**src/rtl/dat_fifo_if.sv**
```systemverilog
// rtl/dat_fifo_if.sv - producer/consumer handshake bundle for the DAT-path FIFO
interface dat_fifo_if #(
  parameter int DATA_WIDTH = 32,
  parameter int ADDR_WIDTH = 4
);
  logic                  clear;
  logic                  writeEnable;
  logic [DATA_WIDTH-1:0] dataIn;
  logic                  readEnable;
  logic [DATA_WIDTH-1:0] dataOut;
  logic                  full;
  logic                  empty;
  logic                  almost_full;
  logic                  almost_empty;
  logic [ADDR_WIDTH:0]   count;
  logic                  overflow;
  logic                  underflow;

  modport master (
    output clear, writeEnable, dataIn, readEnable,
    input  dataOut, full, empty, almost_full, almost_empty, count, overflow, underflow
  );

  modport slave (
    input  clear, writeEnable, dataIn, readEnable,
    output dataOut, full, empty, almost_full, almost_empty, count, overflow, underflow
  );
endinterface

```
**src/rtl/dat_fifo.sv**
```systemverilog
// rtl/dat_fifo.sv - single-clock first-word-fall-through FIFO for the SD DAT path
module dat_fifo #(
  parameter int DATA_WIDTH         = 32,
  parameter int ADDR_WIDTH         = 4,
  parameter int ALMOST_FULL_LEVEL  = 14,
  parameter int ALMOST_EMPTY_LEVEL = 2
) (
  input logic        sd_clock,
  input logic        reset,
  dat_fifo_if.slave  bus
);
  localparam int DEPTH = 1 << ADDR_WIDTH;
  localparam logic [ADDR_WIDTH:0] DEPTH_C = (ADDR_WIDTH + 1)'(DEPTH);
  localparam logic [ADDR_WIDTH:0] AF_C    = (ADDR_WIDTH + 1)'(ALMOST_FULL_LEVEL);
  localparam logic [ADDR_WIDTH:0] AE_C    = (ADDR_WIDTH + 1)'(ALMOST_EMPTY_LEVEL);

  logic [DATA_WIDTH-1:0] mem [DEPTH];
  logic [ADDR_WIDTH-1:0] wr_ptr;
  logic [ADDR_WIDTH-1:0] rd_ptr;
  logic [ADDR_WIDTH:0]   cnt;
  logic                  ovf;
  logic                  unf;
  logic                  is_full;
  logic                  is_empty;
  logic                  push;
  logic                  pop;

  // Flags come only from the occupancy register, so a full wrap never looks empty.
  assign is_full  = (cnt == DEPTH_C);
  assign is_empty = (cnt == '0);
  assign push     = bus.writeEnable && (!is_full || bus.readEnable);
  assign pop      = bus.readEnable && !is_empty;

  assign bus.full         = is_full;
  assign bus.empty        = is_empty;
  assign bus.almost_full  = (cnt >= AF_C);
  assign bus.almost_empty = (cnt <= AE_C);
  assign bus.count        = cnt;
  assign bus.overflow     = ovf;
  assign bus.underflow    = unf;
  assign bus.dataOut      = is_empty ? '0 : mem[rd_ptr];

  always_ff @(posedge sd_clock) begin
    if (!reset && !bus.clear && push) begin
      mem[wr_ptr] <= bus.dataIn;
    end
  end

  always_ff @(posedge sd_clock) begin
    if (reset) begin
      wr_ptr <= '0;
      rd_ptr <= '0;
      cnt    <= '0;
      ovf    <= 1'b0;
      unf    <= 1'b0;
    end else if (bus.clear) begin
      wr_ptr <= '0;
      rd_ptr <= '0;
      cnt    <= '0;
    end else begin
      if (push) begin
        wr_ptr <= wr_ptr + ADDR_WIDTH'(1);
      end
      if (pop) begin
        rd_ptr <= rd_ptr + ADDR_WIDTH'(1);
      end
      if (push && !pop) begin
        cnt <= cnt + (ADDR_WIDTH + 1)'(1);
      end else if (pop && !push) begin
        cnt <= cnt - (ADDR_WIDTH + 1)'(1);
      end
      if (bus.writeEnable && is_full && !bus.readEnable) begin
        ovf <= 1'b1;
      end
      if (bus.readEnable && is_empty) begin
        unf <= 1'b1;
      end
    end
  end
endmodule

```
**src/flat_wrapper.sv**
```systemverilog
// flat-port wrapper written by rule: the top's interface ports become plain ports
module dat_fifo_flat 
#(
  parameter int DATA_WIDTH         = 32,
  parameter int ADDR_WIDTH         = 4,
  parameter int ALMOST_FULL_LEVEL  = 14,
  parameter int ALMOST_EMPTY_LEVEL = 2
)
  (sd_clock, reset, bus_clear, bus_writeEnable, bus_dataIn, bus_readEnable, bus_dataOut, bus_full, bus_empty, bus_almost_full, bus_almost_empty, bus_count, bus_overflow, bus_underflow);
  dat_fifo_if #(.DATA_WIDTH(DATA_WIDTH), .ADDR_WIDTH(ADDR_WIDTH)) bus_i ();
  input logic sd_clock;
  input logic reset;
  input wire logic [$bits(bus_i.clear)-1:0] bus_clear;
  input wire logic [$bits(bus_i.writeEnable)-1:0] bus_writeEnable;
  input wire logic [$bits(bus_i.dataIn)-1:0] bus_dataIn;
  input wire logic [$bits(bus_i.readEnable)-1:0] bus_readEnable;
  output wire logic [$bits(bus_i.dataOut)-1:0] bus_dataOut;
  output wire logic [$bits(bus_i.full)-1:0] bus_full;
  output wire logic [$bits(bus_i.empty)-1:0] bus_empty;
  output wire logic [$bits(bus_i.almost_full)-1:0] bus_almost_full;
  output wire logic [$bits(bus_i.almost_empty)-1:0] bus_almost_empty;
  output wire logic [$bits(bus_i.count)-1:0] bus_count;
  output wire logic [$bits(bus_i.overflow)-1:0] bus_overflow;
  output wire logic [$bits(bus_i.underflow)-1:0] bus_underflow;
  assign bus_i.clear = bus_clear;
  assign bus_i.writeEnable = bus_writeEnable;
  assign bus_i.dataIn = bus_dataIn;
  assign bus_i.readEnable = bus_readEnable;
  assign bus_dataOut = bus_i.dataOut;
  assign bus_full = bus_i.full;
  assign bus_empty = bus_i.empty;
  assign bus_almost_full = bus_i.almost_full;
  assign bus_almost_empty = bus_i.almost_empty;
  assign bus_count = bus_i.count;
  assign bus_overflow = bus_i.overflow;
  assign bus_underflow = bus_i.underflow;
  dat_fifo #(.DATA_WIDTH(DATA_WIDTH), .ADDR_WIDTH(ADDR_WIDTH), .ALMOST_FULL_LEVEL(ALMOST_FULL_LEVEL), .ALMOST_EMPTY_LEVEL(ALMOST_EMPTY_LEVEL)) u_core (.sd_clock(sd_clock), .reset(reset), .bus(bus_i));
endmodule
```
**config.mk**
```make
export PLATFORM = sky130hd
export DESIGN_NAME = dat_fifo_flat
export DESIGN_NICKNAME = d
export VERILOG_FILES = /design/src/rtl/dat_fifo_if.sv /design/src/rtl/dat_fifo.sv /design/src/flat_wrapper.sv
export SDC_FILE = /design/constraint.sdc
export NUM_CORES = 1
export LEC_CHECK = 0
export ABC_AREA = 0
export CAP_MARGIN = 30
export CORE_MARGIN = 3
export CORE_UTILIZATION = 63
export DETAILED_ROUTE_END_ITERATION = 6
export MAX_ROUTING_LAYER = met4
export PLACE_DENSITY = 0.86
export SLEW_MARGIN = 25
export SYNTH_ARGS = -nofsm -noshare
export SYNTH_HDL_FRONTEND = slang
export SYNTH_SLANG_ARGS = --single-unit
export TNS_END_PERCENT = 10
```
**constraint.sdc**
```tcl
create_clock -name sd_clock -period 7.35 [get_ports sd_clock]
set_clock_uncertainty 0.2 [all_clocks]
set_input_delay 1.47 -clock sd_clock [delete_from_list [all_inputs] [get_ports sd_clock]]
set_output_delay 1.47 -clock sd_clock [all_outputs]
set_load 0.005 [all_outputs]
```
=== Word level (Yosys, flattened, before mapping) ===
Memory sizes are Yosys's and may differ from the RTL's. A register that Yosys moved wholly into a read port is not among the register bits.
Cells that the tools add are included.

* Flip-flop bits (word level): 15
* Bits in latches: 0
* Memory bits (writable): 512
* Bits in read-only memories: 0
* Output and inout port bits: 43
* Logic and storage cells: 43
* Memories kept: 1

{| class="wikitable"
|+ Memories
! name !! words !! bits a word !! rd ports !! clocked after Yosys merged registers in !! write ports !! RTL line !! text
|-
| u_core.mem || 16 || 32 || 1 || 1 || 1 || dat_fifo.sv:17 || <nowiki>logic [DATA_WIDTH-1:0] mem [DEPTH];</nowiki>
|}

* $add $sub $neg: 4
* $mul: 0
* Divide/modulo/power cells: 0
* $lt $le $gt $ge: 2
* Eq/ne operators: 1
* Shift-type cells: 0
* Mux-type cells: 7
* Bitwise operators: 1
* Reductions and logical operators: 22

{| class="wikitable"
|+ Operators by type and width
! kind !! number
|-
| 2-to-1 mux 32 bit || 1
|-
| 2-to-1 mux 5 bit || 2
|-
| logical AND 1 bit || 9
|-
| adder 4 x 1 -> 4 bit (second input constant) || 2
|-
| 2-to-1 mux 4 bit || 2
|-
| zero test 1 bit || 7
|-
| adder 5 x 1 -> 5 bit (second input constant) || 1
|-
| == test 5 bit (second input constant) || 1
|-
| >= comparator 5 x 4 -> 1 bit (second input constant) || 1
|-
| less-or-equal comparator 5 x 2 -> 1 bit (second input constant) || 1
|-
| zero test 5 bit || 1
|-
| subtractor 5 x 1 -> 5 bit (second input constant) || 1
|-
| AND reduction 2 bit || 2
|-
| 2-to-1 mux 1 bit || 2
|-
| nonzero test 2 bit || 1
|-
| OR reduction 2 bit || 1
|-
| logical OR 1 bit || 1
|-
| inverter 1 bit || 1
|}

=== Logic depth before layout (Yosys ltp) ===
Gate-level depths: netlist (run 1).

* Depth after elaboration: 8
* Depth in mapped cells: 11

=== Worst setup path after synthesis (run 1) ===
Ideal clock, no wire load.

* Kind: input to register
* From: input bus_clear
* To: memory u_core.mem[0][0] (enable)
* Arrival time: 4.552 ns
* Data required time: 6.689 ns
* Path slack: 2.137 ns
* Stages: 4
* Cell sequence: or3b_2 -> a31oi_1 -> nand2_1 -> nor3_1

* Word-level cells in the longest chain between the ends: 5

{| class="wikitable"
|+ RTL lines
! element !! RTL line !! text
|-
| start, declared || flat_wrapper.sv:13 || <nowiki>input wire logic [$bits(bus_i.clear)-1:0] bus_clear;</nowiki>
|-
| zero test 1 bit || dat_fifo.sv:44 || <nowiki>if (!reset && !bus.clear && push) begin</nowiki>
|-
| logical AND 1 bit (2 in series) || dat_fifo.sv:44 ||
|-
| 2-to-1 mux 1 bit || dat_fifo.sv:44 ||
|-
| 2-to-1 mux 1 bit (not written as such) || dat_fifo.sv:45 || <nowiki>mem[wr_ptr] <= bus.dataIn;</nowiki>
|-
| end, declared || dat_fifo.sv:17 ||
|}

No other way between the ends.

==> metrics.csv, run 1 <==
stage,metric,value,unit
finish,finalNetCount,1076,
timing,hold_viol,0,
timing,fmax,0.185,GHz
critical_path,path_buf_inv,2,
critical_path,critPathLaunchType,register,
timing,fin_crit,5410,ps
critical_path,required,5680,ps
route,avgRoutedWirePerCell,30.1,µm
pwr,p_leak,0.00734,µW
die,die_h,186,µm
critical_path,max_stage_delay,910,ps
die,die_w,186,µm
route,drtIter0Drc,1255,
clock_network,ctsLongestPathBuffers,3,
timing,worst_pin_slew,878,ps
timing,rsz0062_at_grt,false,
timing,fin_crit_sh,0.736,
critical_path,crit_arrival,3740,ps
placed_design,port_buffers,79,
run_status,outcome,"finished, final reports clean",
critical_path,r2r_setup_slack,4130,ps
grt,grt_pass1_vias,10700,
die,pin_count,80,
route,drc,0,
route,wl,45300,µm
synthesis,yosys_warnings,0,
finish,final_util,0.751,
clock_network,clock-sinks,531,
synthesis,ys_async_sr_fraction,0,
worst_hold_path,worstHoldStart,u_core.bus.underflow,
clock_network,clkLatencyLatePin,550,ps
worst_hold_path,hp-class,register to register,
placed_design,place_hpwl,25400,µm
timing,slew_viol_final,0,
synthesis,yosys-top-cells-area,"edfxtp_1, mux4_2, dfxtp_1",
grt,gr-usage-all-layers,0.275,
synthesis,synth_cell_types,46,
run,cap_violations,0,
synthesis,yosys_register_bits,531,
critical_path,critPathTopFamily,buffers and inverters,
worst_hold_path,hold_depth,2,
pwr,vdd_drop_max,0.000176,V
synthesis,yosysSeqAreaShare,0.769,
die,dieArea,34700,µm²
placed_design,globalplace.congestion,0.755,
clock_network,post-cts-setup-buffers,0,
pwr,finalPower,6450,µW
timing,final-setup-viol-count,0,
clock_network,path_clk_slew,60,ps
synthesis,syn_area,20500,µm²
critical_path,crit_slowest_cell,dfxtp_4,
route,ant_nets,0,
clock_network,clockRootBuffer,clkbuf_16,
pwr,p_per_area,270,nW/µm²
critical_path,crit_chain,buf_4 > mux4_2 > mux2_2 > a221o_1 > clkdlybuf4s50_1,
synthesis,synth_nets,961,
grt,grt_overflow,0,
synthesis,yosysTopAreaCell,edfxtp_1,
timing,slew_headroom,0.413,
critical_path,rr_worst_depth,9,
finish,diodes,0,
critical_path,r2r_start,u_core.bus.count[0],
synthesis,yosys.area.top_type_share,0.750,
grt,grt_max_degree,67,
grt,antenna_found_initial,0,
timing,fin_tns_setup,0,ps
route,first_pass_iters,5,
worst_hold_path,min_to,u_core.bus.underflow,
clock_network,h-tree-depth,2,
clock_network,cts_tree,done,
synthesis,synth-edff-count,512,
critical_path,worstPathMaxFanout,43,
die,core_area,31800,µm²
critical_path,crit_type,register to primary output,
finish,syn_to_final_growth,16.5,%
grt,grt_pass1_wl,69200,µm
finish,drive_gt1_frac,0.274,
clock_network,hold_buffers,0,
critical_path,cp-end-kind,primary output,
clock_network,cts_buffers,49,
synthesis,synthFlopType,edfxtp_1,
critical_path,r2r_end,u_core.bus.count[4],
synthesis,synth_area_per_cell,22.5,µm²
die,start_util,0.645,
route,vias_per_cell,6.68,
clock_network,cts_resized,0,
route,num_vias,10000,
die,rows,65,
synthesis,syn_inst,913,
==> sequential cells by signal, summed over array words and instances, names as in the netlist, named ones only <==
name / flops
u_core.mem: 512
u_core.bus.overflow: 1
u_core.bus.underflow: 1
u_core.bus.count: 5
u_core.rd_ptr: 4
u_core.wr_ptr: 4
==> logic make-up after synthesis <==
group / Yosys count / synth area share
flip-flops: 531 / 0.769
AO/OA/AOI/OAI: 52 / 0.0237
AND/OR/NAND/NOR: 91 / 0.0236
buffers and inverters: 58 / 0.0143
adder cells (fa/ha/maj): 11 / 0.00708
XOR/XNOR: 8 / 0.00342
multiplexers: 162 / 0.159
==> metrics by stage <==
stage | worst slack, ps | area [µm²] | hold slack, ps | std cells
4_1_cts | 1870 | 23900 | 291 | 1503
2_1_floorplan | 2140 | 20500 | 261 | 913
3_3_place_gp | 2510 | 21800 | 261 | 1394
6_report | 1940 | 23900 | 289 | 1504
5_1_grt | 1780 | 23900 | 319 | 1504
3_5_place_dp | 2480 | 22300 | 270 | 1411
==> worst reg2reg max path, delay by kind of cell, from the launching register on <==
family / cells / cell delay (ps)
AO/OA/AOI/OAI: 4 / 990
AND/OR/NAND/NOR: 2 / 870
adder cells (fa/ha/maj): 2 / 640
flip-flops: 1 / 380
buffers and inverters: 1 / 90
==> cell type report <==
| class | instances | area, µm² |
|---|---|---|
| well taps | 435 | 544 |
| flip-flops and latches | 531 | 15800 |
| inverters | 10 | 37.5 |
| multi-input cells | 324 | 4570 |
| clock inverters | 32 | 253 |
| clock buffers | 60 | 1310 |
| repair buffers | 112 | 1390 |
| fillers | 1588 | 7930 |
==> where the power goes <==
part	total, µW	switching, µW	internal [µW]
logic	580	280	300
registers	3360	32.9	3330
clock network	2510	1100	1410
total	6450	1410	5040
==> cells in the final DEF (no fill, tap or decap), types with 3 or more instances in the layout <==
cell type,instances
dfxtp_1,16
edfxtp_1,512
mux2_2,32
clkdlybuf4s50_1,79
ha_1,10
buf_16,15
nor2b_1,31
mux4_2,128
a21oi_1,5
clkinv_1,12
nor2_1,18
clkbuf_1,9
a221o_1,32
buf_4,14
nand3_1,5
nor3_2,4
clkinv_2,14
nand2_1,9
nor2_4,13
bufinv_16,4
dfxtp_4,3
buf_12,4
inv_1,10
xor2_1,6
clkbuf_16,51
==> synthesized netlist by cell type (all sizes together) (2+ instances only) <==
master,n
edfxtp,512
mux4,128
buf,38
a221o,32
mux2,32
nor2,32
nor2b,31
dfxtp,19
clkbuf,10
ha,10
inv,10
nand2,9
xor2,6
a21oi,5
nand3,5
nor3,4
a211oi,2
a31oi,2
mux2i,2
nand2b,2
o211ai,2
o21ai,2
xnor2,2
==> how the worst max path moves through the flow <==
stage                   start  cells after the start                to  slack, ps
global route         register                      5   bus_dataOut[10]       1780
floorplan           bus_clear                      4  u_core.mem[0][0]       2140
detailed placement   register                      5   bus_dataOut[10]       2480
global placement     register                      5   bus_dataOut[10]       2510
finish               register                      5   bus_dataOut[10]       1940
CTS                  register                      5   bus_dataOut[10]       1870
==> routing by layer <==
layer  track usage  routed length, µm  up-vias
met1         0.369              17200     5241
met5             -                  0        -
met3        0.0385               3490      100
met2         0.446              23300      629
li1              -                  -     4072
met4        0.0939               1370        0
Power figures use the tool's default switching activity.
==> run 2: changes to the inputs <==
--- a/config.mk
+++ b/config.mk
@@ -8,10 +8,10 @@
 export ABC_AREA = 0
 export CAP_MARGIN = 30
 export CORE_MARGIN = 3
-export CORE_UTILIZATION = 63
+export CORE_UTILIZATION = 60
 export DETAILED_ROUTE_END_ITERATION = 6
 export MAX_ROUTING_LAYER = met4
-export PLACE_DENSITY = 0.86
+export PLACE_DENSITY = 0.83
 export SLEW_MARGIN = 25
 export SYNTH_ARGS = -nofsm -noshare
 export SYNTH_HDL_FRONTEND = slang
==> constraint.sdc (replaced) <==
create_clock -name sd_clock -period 5.6 [get_ports sd_clock]
set_clock_uncertainty 0.2 [all_clocks]
set_input_delay 1.12 -clock sd_clock [delete_from_list [all_inputs] [get_ports sd_clock]]
set_output_delay 1.12 -clock sd_clock [all_outputs]
set_load 0.005 [all_outputs]
==> run 2 against run 1 <==
Compared with the run above:
- utilization decreased by 5.0 points
- routed wire length increased by 0.68%
- register-to-register slack got worse by 1700 ps
- non-clock buffer count decreased by 6
- largest cell class unchanged
- final cell count increased by 0.73%
- sequential power increased by 31%
- first-iteration DRC count increased by 4.4%
- worst hold slack got worse by 11 ps
- combinational power increased by 34%
- count of clock-buffer cells in the layout increased by 3
- via count decreased by 0.29%
==> metrics.csv, run 2 (synthesis results as in run 1) <==
stage,metric,value,unit
timing,slew_headroom,0.418,
critical_path,path_buf_inv,2,
timing,whs,278,ps
clock_network,post-cts-setup-buffers,0,
critical_path,critPathTopFamily,compound AO/OA/AOI/OAI gates,
critical_path,crit_arrival,3550,ps
timing,fin_tns_setup,0,ps
route,ant_nets,0,
critical_path,cp-end-kind,primary output,
placed_design,post-place-ws,1180,ps
die,core_area,33600,µm²
clock_network,clock-sinks,531,
finish,final_common_cell,edfxtp_1,
die,start_util,0.610,
route,num_vias,10000,
pwr,swShare,0.218,
die,dieArea,36400,µm²
die,pin_count,80,
run,cap_violations,0,
clock_network,hold_buffers,0,
grt,antenna_found_initial,2,
route,vias_per_cell,6.61,
run_status,outcome,"finished, final reports clean",
critical_path,required,4280,ps
clock_network,h-tree-depth,2,
pwr,clkPwrFrac,0.384,
clock_network,cts_buffers,51,
placed_design,port_buffers,79,
clock_network,path_clk_slew,60,ps
timing,fin_crit_sh,0.870,
worst_hold_path,hp-class,register to register,
finish,top_register,u_core.mem,
timing,worst_pin_slew,871,ps
grt,grt_pass1_wl,68800,µm
route,wl,45600,µm
clock_network,cts_tree,done,
clock_network,ctsLongestPathBuffers,3,
critical_path,crit_slowest_cell,or4_4,
critical_path,crit_type,register to primary output,
grt,gr-usage-all-layers,0.268,
timing,fin_ws,726,ps
timing,slew_viol_final,0,
pwr,p_int,6590,µW
clock_network,clkLatencyLatePin,560,ps
die,die_w,191,µm
pwr,p_leak,0.00720,µW
placed_design,globalplace.congestion,0.766,
route,avgRoutedWirePerCell,30.1,µm
pwr,p_comb_frac,0.093,
clock_network,cts_resized,0,
grt,grt_max_degree,85,
finish,finalNetCount,1072,
critical_path,critPathLaunchType,register,
grt,grt_pass1_vias,10600,
pwr,finalPower,8430,µW
die,rows,67,
timing,hold_viol,0,
finish,mostFrequentLayoutCells,"edfxtp_1, mux4_2, clkdlybuf4s50_1",
timing,final-setup-viol-count,0,
pwr,p_switching,1840,µW
pwr,power_frac_seq,0.524,
route,drc,0,
pwr,vdd_drop_max,0.000252,V
timing,fin_crit,4870,ps
die,die_h,191,µm
critical_path,worstPathMaxFanout,17,
timing,rsz0062_at_grt,false,
critical_path,max_stage_delay,660,ps
route,drtIter0Drc,1310,
timing,fmax,0.205,GHz
route,first_pass_iters,5,
critical_path,crit_chain,or4_4 > o211ai_4 > buf_4 > nor2b_1 > a221o_1 > clkdlybuf4s50_1,
placed_design,place_hpwl,24800,µm
clock_network,clockRootBuffer,clkbuf_16,
finish,syn_to_final_growth,14.9,%
pwr,p_per_area,358,nW/µm²
grt,grt_overflow,0,
finish,largest_reg_flops,512,
finish,drive_gt1_frac,0.270,
-- run 2: cell types whose count changed in the layout (fill, tap and decap cells not counted), sizes merged --
cell      previous run  this run
bufinv               4         2
clkbuf              60        63
buf                 33        27
diode                0         1
clkinvlp             0         3
clkinv              27        26
-- run 2: worst min-delay path, delay by kind of cell (launching register included) --
kind | cells | cell delay, ps
flip-flops | 1 | 310
buffers and inverters | 1 | 50
AO/OA/AOI/OAI | 1 | 70
-- run 2: final cells by class --
cell class | count | area (µm²)
Antenna cell | 1 | 2.50
Clock inverter | 32 | 224
Tap cell | 448 | 561
Fill cell | 1855 | 10100
Clock buffer | 63 | 1350
Inverter | 10 | 37.5
Sequential cell | 531 | 15800
Timing Repair Buffer | 106 | 1040
Multi-Input combinational cell | 324 | 4570
-- run 2: final timing paths --
| kind | to | start | cells past startpoint | slack, ps |
|---|---|---|---|---|
| max reg2reg | u_core.bus.count[4] | u_core.bus.count[0] | 9 | 2390 |
| min reg2reg | u_core.bus.overflow | u_core.bus.overflow | 2 | 280 |
| max | bus_dataOut[31] | u_core.bus.count[0] | 6 | 730 |
| min | u_core.bus.overflow | u_core.bus.overflow | 2 | 280 |
-- run 2: per-layer routing --
metal  GRT usage  vias to the layer above  part of all wire
met5           -                        -                 0
met4      0.0742                        0             0.024
met3      0.0739                       96              0.11
met2       0.396                      686              0.48
met1       0.379                     5163              0.38
li1            -                     4068                 -
-- run 2: per-stage QoR --
step	cell area, µm²	utilization	std cells
global placement	21900	0.653	1418
CTS	23600	0.701	1514
finish	23600	0.701	1515
detailed placement	22000	0.654	1419
floorplan	20500	-	913
global route	23600	0.701	1515
-- run 2: power groups by stage --
| stage | logic [µW] | registers [µW] | clock network (µW) |
|---|---|---|---|
| after CTS | 782 | 4410 | 3270 |
| after detailed placement | 767 | 4500 | 0 |
| after global placement | 735 | 4490 | 0 |
| after global routing | 833 | 4420 | 3410 |
| after floorplan | 395 | 4470 | 0 |
| final | 780 | 4410 | 3230 |
==> run 3: changes to the inputs <==
==> constraint.sdc (replaced) <==
create_clock -name sd_clock -period 4.9 [get_ports sd_clock]
set_clock_uncertainty 0.2 [all_clocks]
set_input_delay 0.98 -clock sd_clock [delete_from_list [all_inputs] [get_ports sd_clock]]
set_output_delay 0.98 -clock sd_clock [all_outputs]
set_load 0.005 [all_outputs]
==> run 3 against run 2 <==
Compared with the run above:
- utilization up 0.11 points
- cell area up 0.15%
- worst setup slack worse by 320 ps
- sequential power up 14%
- critical path depth unchanged
- power up 13%
- count of clock-buffer cells in the layout down 5
- largest power group unchanged
==> metrics.csv, run 3 (synthesis results as in run 1) <==
stage,metric,value,unit
placed_design,globalplace.congestion,0.820,
timing,fin_crit,4490,ps
critical_path,worstPathMaxFanout,32,
timing,worst_pin_slew,758,ps
die,die_w,191,µm
timing,fmax,0.223,GHz
die,rows,67,
critical_path,required,3720,ps
die,die_h,191,µm
timing,slew_headroom,0.493,
finish,top_register,u_core.mem,
timing,hold_viol,0,
clock_network,cts_resized,0,
route,vias_per_cell,6.74,
grt,antenna_found_initial,2,
clock_network,hold_buffers,0,
route,drtIter0Drc,1420,
route,num_vias,10200,
finish,largest_reg_flops,512,
clock_network,path_clk_slew,60,ps
clock_network,clkLatencyLatePin,560,ps
clock_network,cts_tree,done,
grt,grt_pass1_vias,10500,
die,dieArea,36400,µm²
critical_path,critPathLaunchType,register,
grt,gr-usage-all-layers,0.278,
critical_path,crit_type,register to primary output,
timing,fin_crit_sh,0.916,
placed_design,port_buffers,79,
run,cap_violations,0,
clock_network,clock-sinks,531,
grt,grt_pass1_wl,71000,µm
timing,rsz0062_at_grt,false,
placed_design,place_inst,1425,
die,pin_count,80,
route,first_pass_iters,6,
critical_path,crit_arrival,3310,ps
critical_path,cp-end-kind,primary output,
finish,finalNetCount,1076,
timing,slew_viol_final,0,
clock_network,ctsLongestPathBuffers,3,
clock_network,cts_buffers,49,
worst_hold_path,hp-class,register to register,
clock_network,h-tree-depth,2,
grt,grt_max_degree,44,
timing,final-setup-viol-count,0,
placed_design,place_hpwl,25000,µm
route,wl,47500,µm
die,start_util,0.610,
timing,whs,278,ps
die,core_area,33600,µm²
finish,mostFrequentLayoutCells,"edfxtp_1, mux4_2, clkdlybuf4s50_1",
pwr,p_per_area,404,nW/µm²
route,ant_nets,0,
clock_network,post-cts-setup-buffers,0,
finish,final_common_cell,edfxtp_1,
grt,grt_overflow,0,
finish,stdcell_count,1516,
timing,fin_tns_setup,0,ps
finish,syn_to_final_growth,15.1,%
finish,drive_gt1_frac,0.269,
pwr,vdd_drop_max,0.000319,V
finish,final_util,0.702,
clock_network,clockRootBuffer,clkbuf_16,
route,avgRoutedWirePerCell,31.3,µm
run_status,outcome,"finished, final reports clean",
route,drc,0,
pwr,p_leak,0.00721,µW
==> run 3: cell types whose count changed in the layout (fill, tap and decap cells not counted), moves of 2 or more <==
| cell | previous run | this run |
|---|---|---|
| buf_12 | 2 | 9 |
| clkbuf_16 | 52 | 49 |
| clkinv_1 | 13 | 16 |
| clkinv_2 | 10 | 8 |
| clkinv_4 | 2 | 0 |
| clkinvlp_4 | 3 | 1 |
==> run 3: final cells by class <==
| class | instances | area (µm²) |
|---|---|---|
| timing repair buffer | 112 | 1150 |
| fill | 1840 | 10000 |
| clock buffer | 58 | 1260 |
| antenna | 1 | 2.50 |
| inverter | 10 | 37.5 |
| sequential | 531 | 15800 |
| multi-input combinational | 324 | 4570 |
| clock inverter | 32 | 240 |
| tap | 448 | 561 |
==> run 3: path summary, 6_finish.rpt <==
path / start / endpoint / slack, ps / depth (start not counted)
max: u_core.bus.count[0] / bus_dataOut[0] / 410 / 6
min reg2reg: u_core.bus.overflow / u_core.bus.overflow / 280 / 2
min: u_core.bus.overflow / u_core.bus.overflow / 280 / 2
max reg2reg: u_core.bus.count[0] / u_core.bus.count[4] / 1730 / 9
==> run 3: per-stage QoR <==
stage               total power, µW  setup WS [ps]  area [µm²]
finish                         9540            409       23600
floorplan                      5560            177       20500
detailed placement             6000            883       22100
global placement               5980            907       22100
CTS                            9580            352       23600
global route                   9810            280       23600
==> run 3: worst max-delay path, stage by stage (launching register included) <==
cell	delay, ps
dfxtp_1	370
or4_4	660
o211ai_4	190
buf_4	450
and2b_1	240
a221o_1	340
clkdlybuf4s50_1	490
==> run 3: report_power, final <==
| part | leakage [µW] | switching (µW) | internal [µW] | total (µW) |
|---|---|---|---|---|
| Combinational | 0.00171 | 438 | 443 | 881 |
| Clock | 0.000732 | 1620 | 2000 | 3620 |
| Sequential | 0.00476 | 40.0 | 5000 | 5040 |
==> run 3: routing by layer <==
metal	routed length, µm	share of wire	GRT usage
met5	0	0	-
met4	1260	0.026	0.0776
met3	4820	0.10	0.0568
met2	23700	0.50	0.432
met1	17700	0.37	0.385
